**src/rtl/sr_pkg.sv**
```systemverilog
// Shared types and widths for the super-resolution output path.
// Pixel words carry RGB565 in the low 16 bits and a start-of-frame flag above them.
package sr_pkg;
    localparam int SR_PIX_W   = 17;
    localparam int SR_SOF_BIT = 16;
    localparam int SR_RGB_W   = 16;

    typedef enum logic [1:0] {
        IDLE = 2'd0,
        FILL = 2'd1,
        REQ  = 2'd2,
        XFER = 2'd3
    } sr_wr_state_t;
endpackage

```
**src/rtl/sr_burst_buf.sv**
```systemverilog
// Burst staging buffer: one write port fed from the FIFO capture path,
// asynchronous read port indexed by the transfer counter.
module sr_burst_buf
    import sr_pkg::*;
#(
    parameter int BURST_LEN = 8,
    parameter int IDX_W     = $clog2(BURST_LEN)
) (
    input  logic                clk_w,
    input  logic                i_we,
    input  logic [IDX_W-1:0]    i_widx,
    input  logic [SR_RGB_W-1:0] i_wdata,
    input  logic [IDX_W-1:0]    i_ridx,
    output logic [SR_RGB_W-1:0] o_rdata
);
    logic [BURST_LEN-1:0][SR_RGB_W-1:0] r_mem;

    always_ff @(posedge clk_w) begin
        if (i_we) r_mem[i_widx] <= i_wdata;
    end

    assign o_rdata = r_mem[i_ridx];
endmodule

```
**src/rtl/sr_sdram_burst_writer.sv**
```systemverilog
// Drains the pixel FIFO in fixed bursts, stages each burst, then writes it to
// SDRAM at base_addr + offset, resynchronising to frames on the SOF flag.
module sr_sdram_burst_writer
    import sr_pkg::*;
#(
    parameter int DATA_WIDTH   = 17,
    parameter int COUNT_WIDTH  = 10,
    parameter int BURST_LEN    = 8,
    parameter int ADDR_WIDTH   = 24,
    parameter int FRAME_PIXELS = 76800
) (
    input  logic                   clk_w,
    input  logic                   rst_n,
    input  logic [COUNT_WIDTH-1:0] fifo_count,
    input  logic [DATA_WIDTH-1:0]  fifo_dout,
    output logic                   fifo_rd,
    input  logic [ADDR_WIDTH-1:0]  base_addr,
    output logic                   sdram_wr_req,
    input  logic                   sdram_wr_ack,
    input  logic                   sdram_wr_data_req,
    output logic [ADDR_WIDTH-1:0]  sdram_addr,
    output logic [6:0]             sdram_wr_len,
    output logic [15:0]            sdram_data_out,
    output logic                   frame_done,
    output logic                   sync_err
);
    localparam int IDX_W = $clog2(BURST_LEN);
    localparam int CNT_W = IDX_W + 1;
    localparam int PIX_W = $clog2(FRAME_PIXELS + 1);

    localparam logic [COUNT_WIDTH-1:0] LP_BL_CNT   = COUNT_WIDTH'(BURST_LEN);
    localparam logic [CNT_W-1:0]       LP_BL_FILL  = CNT_W'(BURST_LEN);
    localparam logic [IDX_W-1:0]       LP_LAST_IDX = IDX_W'(BURST_LEN - 1);
    localparam logic [PIX_W-1:0]       LP_BL_PIX   = PIX_W'(BURST_LEN);
    localparam logic [PIX_W-1:0]       LP_FRAME    = PIX_W'(FRAME_PIXELS);
    localparam logic [ADDR_WIDTH-1:0]  LP_BL_ADDR  = ADDR_WIDTH'(BURST_LEN);

    sr_wr_state_t           r_state, w_next;
    logic [CNT_W-1:0]       r_fill_cnt;
    logic [IDX_W-1:0]       r_idx;
    logic [ADDR_WIDTH-1:0]  r_offset;
    logic [PIX_W-1:0]       r_pixel_cnt;
    logic                   r_frame_done, r_sync_err;

    logic                   w_cap, w_sof, w_resync, w_sof_err, w_last_strobe;
    logic [IDX_W-1:0]       w_cap_idx;
    logic [PIX_W-1:0]       w_pix_sum;
    logic [SR_RGB_W-1:0]    w_rdata;

    // fill counter k>0 means word k-1 is on fifo_dout this cycle
    assign w_cap         = (r_state == FILL) && (r_fill_cnt != '0);
    assign w_cap_idx     = IDX_W'(r_fill_cnt - CNT_W'(1));
    assign w_sof         = fifo_dout[SR_SOF_BIT];
    assign w_resync      = w_cap && w_sof && (w_cap_idx == '0) && (r_pixel_cnt != '0);
    assign w_sof_err     = w_cap && w_sof && ((w_cap_idx != '0) || (r_pixel_cnt != '0));
    assign w_last_strobe = (r_state == XFER) && sdram_wr_data_req && (r_idx == LP_LAST_IDX);
    assign w_pix_sum     = r_pixel_cnt + LP_BL_PIX;

    always_ff @(posedge clk_w or negedge rst_n) begin
        if (!rst_n) r_state <= IDLE;
        else        r_state <= w_next;
    end

    always_comb begin
        w_next       = r_state;
        fifo_rd      = 1'b0;
        sdram_wr_req = 1'b0;
        case (r_state)
            IDLE: if (fifo_count >= LP_BL_CNT) w_next = FILL;
            FILL: begin
                fifo_rd = (r_fill_cnt != LP_BL_FILL);
                if (r_fill_cnt == LP_BL_FILL) w_next = REQ;
            end
            REQ: begin
                sdram_wr_req = 1'b1;
                if (sdram_wr_ack) w_next = XFER;
            end
            XFER: if (w_last_strobe) w_next = IDLE;
            default: w_next = IDLE;
        endcase
    end

    always_ff @(posedge clk_w or negedge rst_n) begin
        if (!rst_n) begin
            r_fill_cnt   <= '0;
            r_idx        <= '0;
            r_offset     <= '0;
            r_pixel_cnt  <= '0;
            r_frame_done <= 1'b0;
            r_sync_err   <= 1'b0;
        end else begin
            r_frame_done <= 1'b0;
            r_sync_err   <= w_sof_err;
            if ((r_state == FILL) && (r_fill_cnt != LP_BL_FILL)) r_fill_cnt <= r_fill_cnt + CNT_W'(1);
            else                                                 r_fill_cnt <= '0;
            // power-of-two burst: idx wraps to 0 on the last strobe
            if (r_state != XFER)        r_idx <= '0;
            else if (sdram_wr_data_req) r_idx <= r_idx + IDX_W'(1);
            if (w_resync) begin
                r_pixel_cnt <= '0;
                r_offset    <= '0;
            end else if (w_last_strobe) begin
                if (w_pix_sum == LP_FRAME) begin
                    r_pixel_cnt  <= '0;
                    r_offset     <= '0;
                    r_frame_done <= 1'b1;
                end else begin
                    r_pixel_cnt  <= w_pix_sum;
                    r_offset     <= r_offset + LP_BL_ADDR;
                end
            end
        end
    end

    sr_burst_buf #(.BURST_LEN(BURST_LEN), .IDX_W(IDX_W)) u_buf (
        .clk_w   (clk_w),
        .i_we    (w_cap),
        .i_widx  (w_cap_idx),
        .i_wdata (fifo_dout[SR_RGB_W-1:0]),
        .i_ridx  (r_idx),
        .o_rdata (w_rdata)
    );

    assign sdram_addr     = base_addr + r_offset;
    assign sdram_wr_len   = 7'(BURST_LEN);
    assign sdram_data_out = (r_state == XFER) ? w_rdata : '0;
    assign frame_done     = r_frame_done;
    assign sync_err       = r_sync_err;
endmodule

```
**config.mk**
```make
export PLATFORM = sky130hd
export DESIGN_NAME = sr_sdram_burst_writer
export DESIGN_NICKNAME = d
export VERILOG_FILES = /design/src/rtl/sr_pkg.sv /design/src/rtl/sr_burst_buf.sv /design/src/rtl/sr_sdram_burst_writer.sv
export SDC_FILE = /design/constraint.sdc
export NUM_CORES = 1
export LEC_CHECK = 0
export ABC_AREA = 0
export CAP_MARGIN = 0
export CORE_ASPECT_RATIO = 2
export CORE_MARGIN = 3
export CORE_UTILIZATION = 58
export CTS_BUF_LIST = sky130_fd_sc_hd__clkbuf_2
export DETAILED_ROUTE_END_ITERATION = 8
export PLACE_DENSITY = 0.88
export SETUP_SLACK_MARGIN = 0.15
export SLEW_MARGIN = 20
export SYNTH_ARGS = -nofsm -noshare
export SYNTH_HDL_FRONTEND = slang
export SYNTH_SLANG_ARGS = --single-unit
```
**constraint.sdc**
```tcl
create_clock -name clk_w -period 7.55 [get_ports clk_w]
set_input_delay 1.51 -clock clk_w [delete_from_list [all_inputs] [get_ports clk_w]]
set_output_delay 1.51 -clock clk_w [all_outputs]
set_load 0.01 [all_outputs]
```
==> impl_metrics.py <==
metrics = {
    "clocking": {
        "cts_tree": "built",
        "cts_max_path_buffers": 2,
        "cts_buffers": 17,
        "cts_root_buf": "clkbuf_2",
        "clkLatencyLatePin_ns": 0.73,
        "cts_max_level": 4,
        "cts.sinks": 174,
        "postCtsSetupBuffers": 0,
        "cts_resized": 0,
        "cts_hold_buf": 0,
        "clk_transition_reported_paths_ns": 0.27,
    },
    "floorplan": {
        "num_io_pins": 106,
        "core_area_sq_mm": 0.0144,
        "rows": 62,
        "start_util": 0.595,
        "die_height_um": 178,
        "die_area_sq_mm": 0.0164,
        "fp.dieW_um": 92.0,
    },
    "critical_path": {
        "path_cells": "clkdlybuf4s50_1, ha_1, and3_1, a221o_1, a21oi_1, a21oi_1, or3_1, a31oi_1, xnor2_1, clkdlybuf4s50_1",
        "criticalPathCategory": "in2out",
        "slowest_stage": "clkdlybuf4s50_1",
        "crit_path_end_kind": "primary output",
        "arrival_ns": 4.52,
        "path_buf_inv": 2,
        "cp_slowest_stage_delay_ns": 0.55,
        "cp_max_fo": 4,
        "crit_family": "compound AO/OA/AOI/OAI gates",
        "cp_data_required_time_ns": 6.04,
        "critPathLaunchType": "primary input",
        "crit_cells": 10,
        "worstRegToRegCells": 6,
    },
    "logic_synthesis": {
        "avgSynthCellArea_sq_um": 13.3,
        "synth_seq_cells": 174,
        "synthMuxAreaShare": 0.110,
        "async_flop_share": 0.264,
        "yosys_warnings": 0,
        "yosysSeqAreaShare": 0.582,
        "syn_area_sq_mm": 0.00858,
        "synthSimpleGateAreaFrac": 0.125,
        "synth_top_area_cell": "edfxtp_1",
        "synth-edff-count": 128,
        "synth_top_area_frac": 0.448,
        "synth_compound_area_frac": 0.0792,
        "synth_top_family_by_area": "simple AND/OR/NAND/NOR gates",
        "netlist_top_cells_area": "edfxtp_1, dfrtp_1, mux4_2, ha_1, mux2i_1",
        "synth_xor_area_frac": 0.0255,
        "synth_cell_types": 60,
        "synth_top_flop_cell": "edfxtp_1",
        "synthAdderAreaFrac": 0.0467,
        "syn_inst": 646,
    },
    "timing": {
        "fin_setup_tns_ns": 0,
        "worstMarginPinSlew_ns": 1.12,
        "max-slew-margin-rel": 0.254,
        "fmax_mhz": 166,
        "hold_viol_final": 0,
        "grt_setup_unrepaired": "no",
        "setup_viol_count_final": 0,
        "maxSlewViolCount": 0,
        "finClkSkew_ns": 0.0373,
        "final.period_utilization": 0.799,
        "finalCriticalPeriod_ns": 6.03,
    },
    "global_route": {
        "grt_pass1_wl_mm": 32.2,
        "track_usage": 0.255,
        "grt_max_degree": 47,
        "grt_pass1_vias": 6392,
        "antenna_found_initial": 1,
        "overflow": 0,
    },
    "finish": {
        "fin_area_sq_mm": 0.00986,
        "instances_no_fill": 930,
        "syn2layout_area_growth_pct": 14.9,
        "drive_gt1_frac": 0.118,
        "finish.net_count": 811,
    },
    "hold_path": {
        "hold_depth": 1,
        "hold_class": "reg2reg",
    },
    "pwr": {
        "irDropWorstVdd_mv": 0.216,
        "power_mw": 2.22,
        "leakagePower_nw": 3.57,
        "powerDensity_mw_per_mm2": 225,
    },
    "route": {
        "wirelength_mm": 19.9,
        "vias": 5886,
        "drt-initial-drc-count": 317,
        "routedWlPerCell_um": 21.4,
        "via_per_inst": 6.33,
        "ant_nets": 0,
        "dr.pass1.iters": 6,
        "drc_errors": 0,
    },
    "run": {
        "max_cap_viol_count": 0,
    },
    "placed_design": {
        "gp_congestion": 0.876,
        "port_buffers": 89,
        "dp_hpwl_mm": 13.6,
        "placed_area_sq_mm": 0.00959,
        "placedCellCount": 897,
    },
    "run_status": {
        "outcome": "finished clean",
    },
}
## where the power goes
part / internal, mW / leakage [nW] / switching, mW
sequential: 1.08 / 1.77 / 0.0575
combinational: 0.297 / 1.65 / 0.293
clock: 0.114 / 0.151 / 0.370
total: 1.49 / 3.57 / 0.721
## registers in the layout, summed over array words and instances, names as in the netlist
register / cells
r_state: 2
sync_err: 1
r_offset: 21
r_idx: 3
r_fill_cnt: 4
u_buf.r_mem: 128
r_pixel_cnt: 14
frame_done: 1
## layer usage
metal	track usage	share of wire
met1	0.261	0.34
met2	0.481	0.56
met3	0.0515	0.056
met4	0.131	0.042
met5	0	0
## placed cells by master, fill, tap and decap left out, types with 4 or more instances in the layout
master | synthesis | routed
clkdlybuf4s50_1 | 0 | 88
nor2b_1 | 21 | 21
dfrtp_1 | 46 | 45
or3_1 | 7 | 7
nand3_1 | 40 | 40
a211oi_1 | 4 | 4
a21o_1 | 9 | 9
and3_1 | 18 | 18
a31oi_1 | 11 | 11
nor4_1 | 8 | 8
inv_8 | 0 | 4
nor3_1 | 7 | 5
nand2_1 | 39 | 39
and2_1 | 6 | 6
a21oi_1 | 23 | 23
mux2i_1 | 21 | 21
inv_1 | 17 | 17
xor2_1 | 11 | 11
clkinv_8 | 0 | 5
nand4_1 | 11 | 11
nor2_1 | 33 | 27
mux4_2 | 32 | 32
o21ai_0 | 17 | 17
conb_1 | 2 | 7
xnor2_1 | 14 | 14
ha_1 | 32 | 32
clkbuf_2 | 1 | 18
edfxtp_1 | 128 | 128
nor2_2 | 2 | 8
o31ai_1 | 12 | 12
## cell families after synthesis
kind of cell	after synthesis
AND/OR/NAND/NOR	205
flip-flops	174
AO/OA/AOI/OAI	100
multiplexers	54
buffers and inverters	54
adder cells (fa/ha/maj)	32
XOR/XNOR	25
other	2
## synth_stat cells, drive strengths merged, types with 12 or more instances
cell type and count:
a21oi 24, mux2i 21, nand3 41, buf 20
o21ai 18, dfrtp 46, nand2 39, clkbuf 17
nor2b 21, inv 17, o31ai 12, and3 18
xnor2 14, ha 32, edfxtp 128, nor2 35
mux4 32
## per-stage QoR
step	setup WS (ns)	utilization	hold WS, ns
floorplan	2.67	-	0.483
global placement	1.57	0.663	0.501
detailed placement	1.50	0.665	0.527
CTS	1.50	0.683	0.556
global route	1.35	0.683	0.582
finish	1.52	0.683	0.560
## worst paths after layout
| path | slack [ns] | startpoint | to |
|---|---|---|---|
| max | 1.52 | base_addr[13] | sdram_addr[20] |
| min | 0.56 | r_offset[11] | r_offset[11] |
| max reg2reg | 4.14 | r_idx[2] | r_offset[11] |
| min reg2reg | 0.56 | r_offset[11] | r_offset[11] |
| max in group asynchronous | 6.35 | rst_n | r_idx[0] |
| min in group asynchronous | 0.74 | rst_n | r_pixel_cnt[11] |
## final cells by class
type	count	area [sq um]
inverter	17	63.8
timing repair buffer	91	916
sequential	174	5000
tap	192	240
fill	1022	4570
clock buffer	18	90.1
antenna	1	2.50
clock inverter	14	169
multi-input combinational	423	3380
Note: power is estimated with default switching activity, not from simulation.
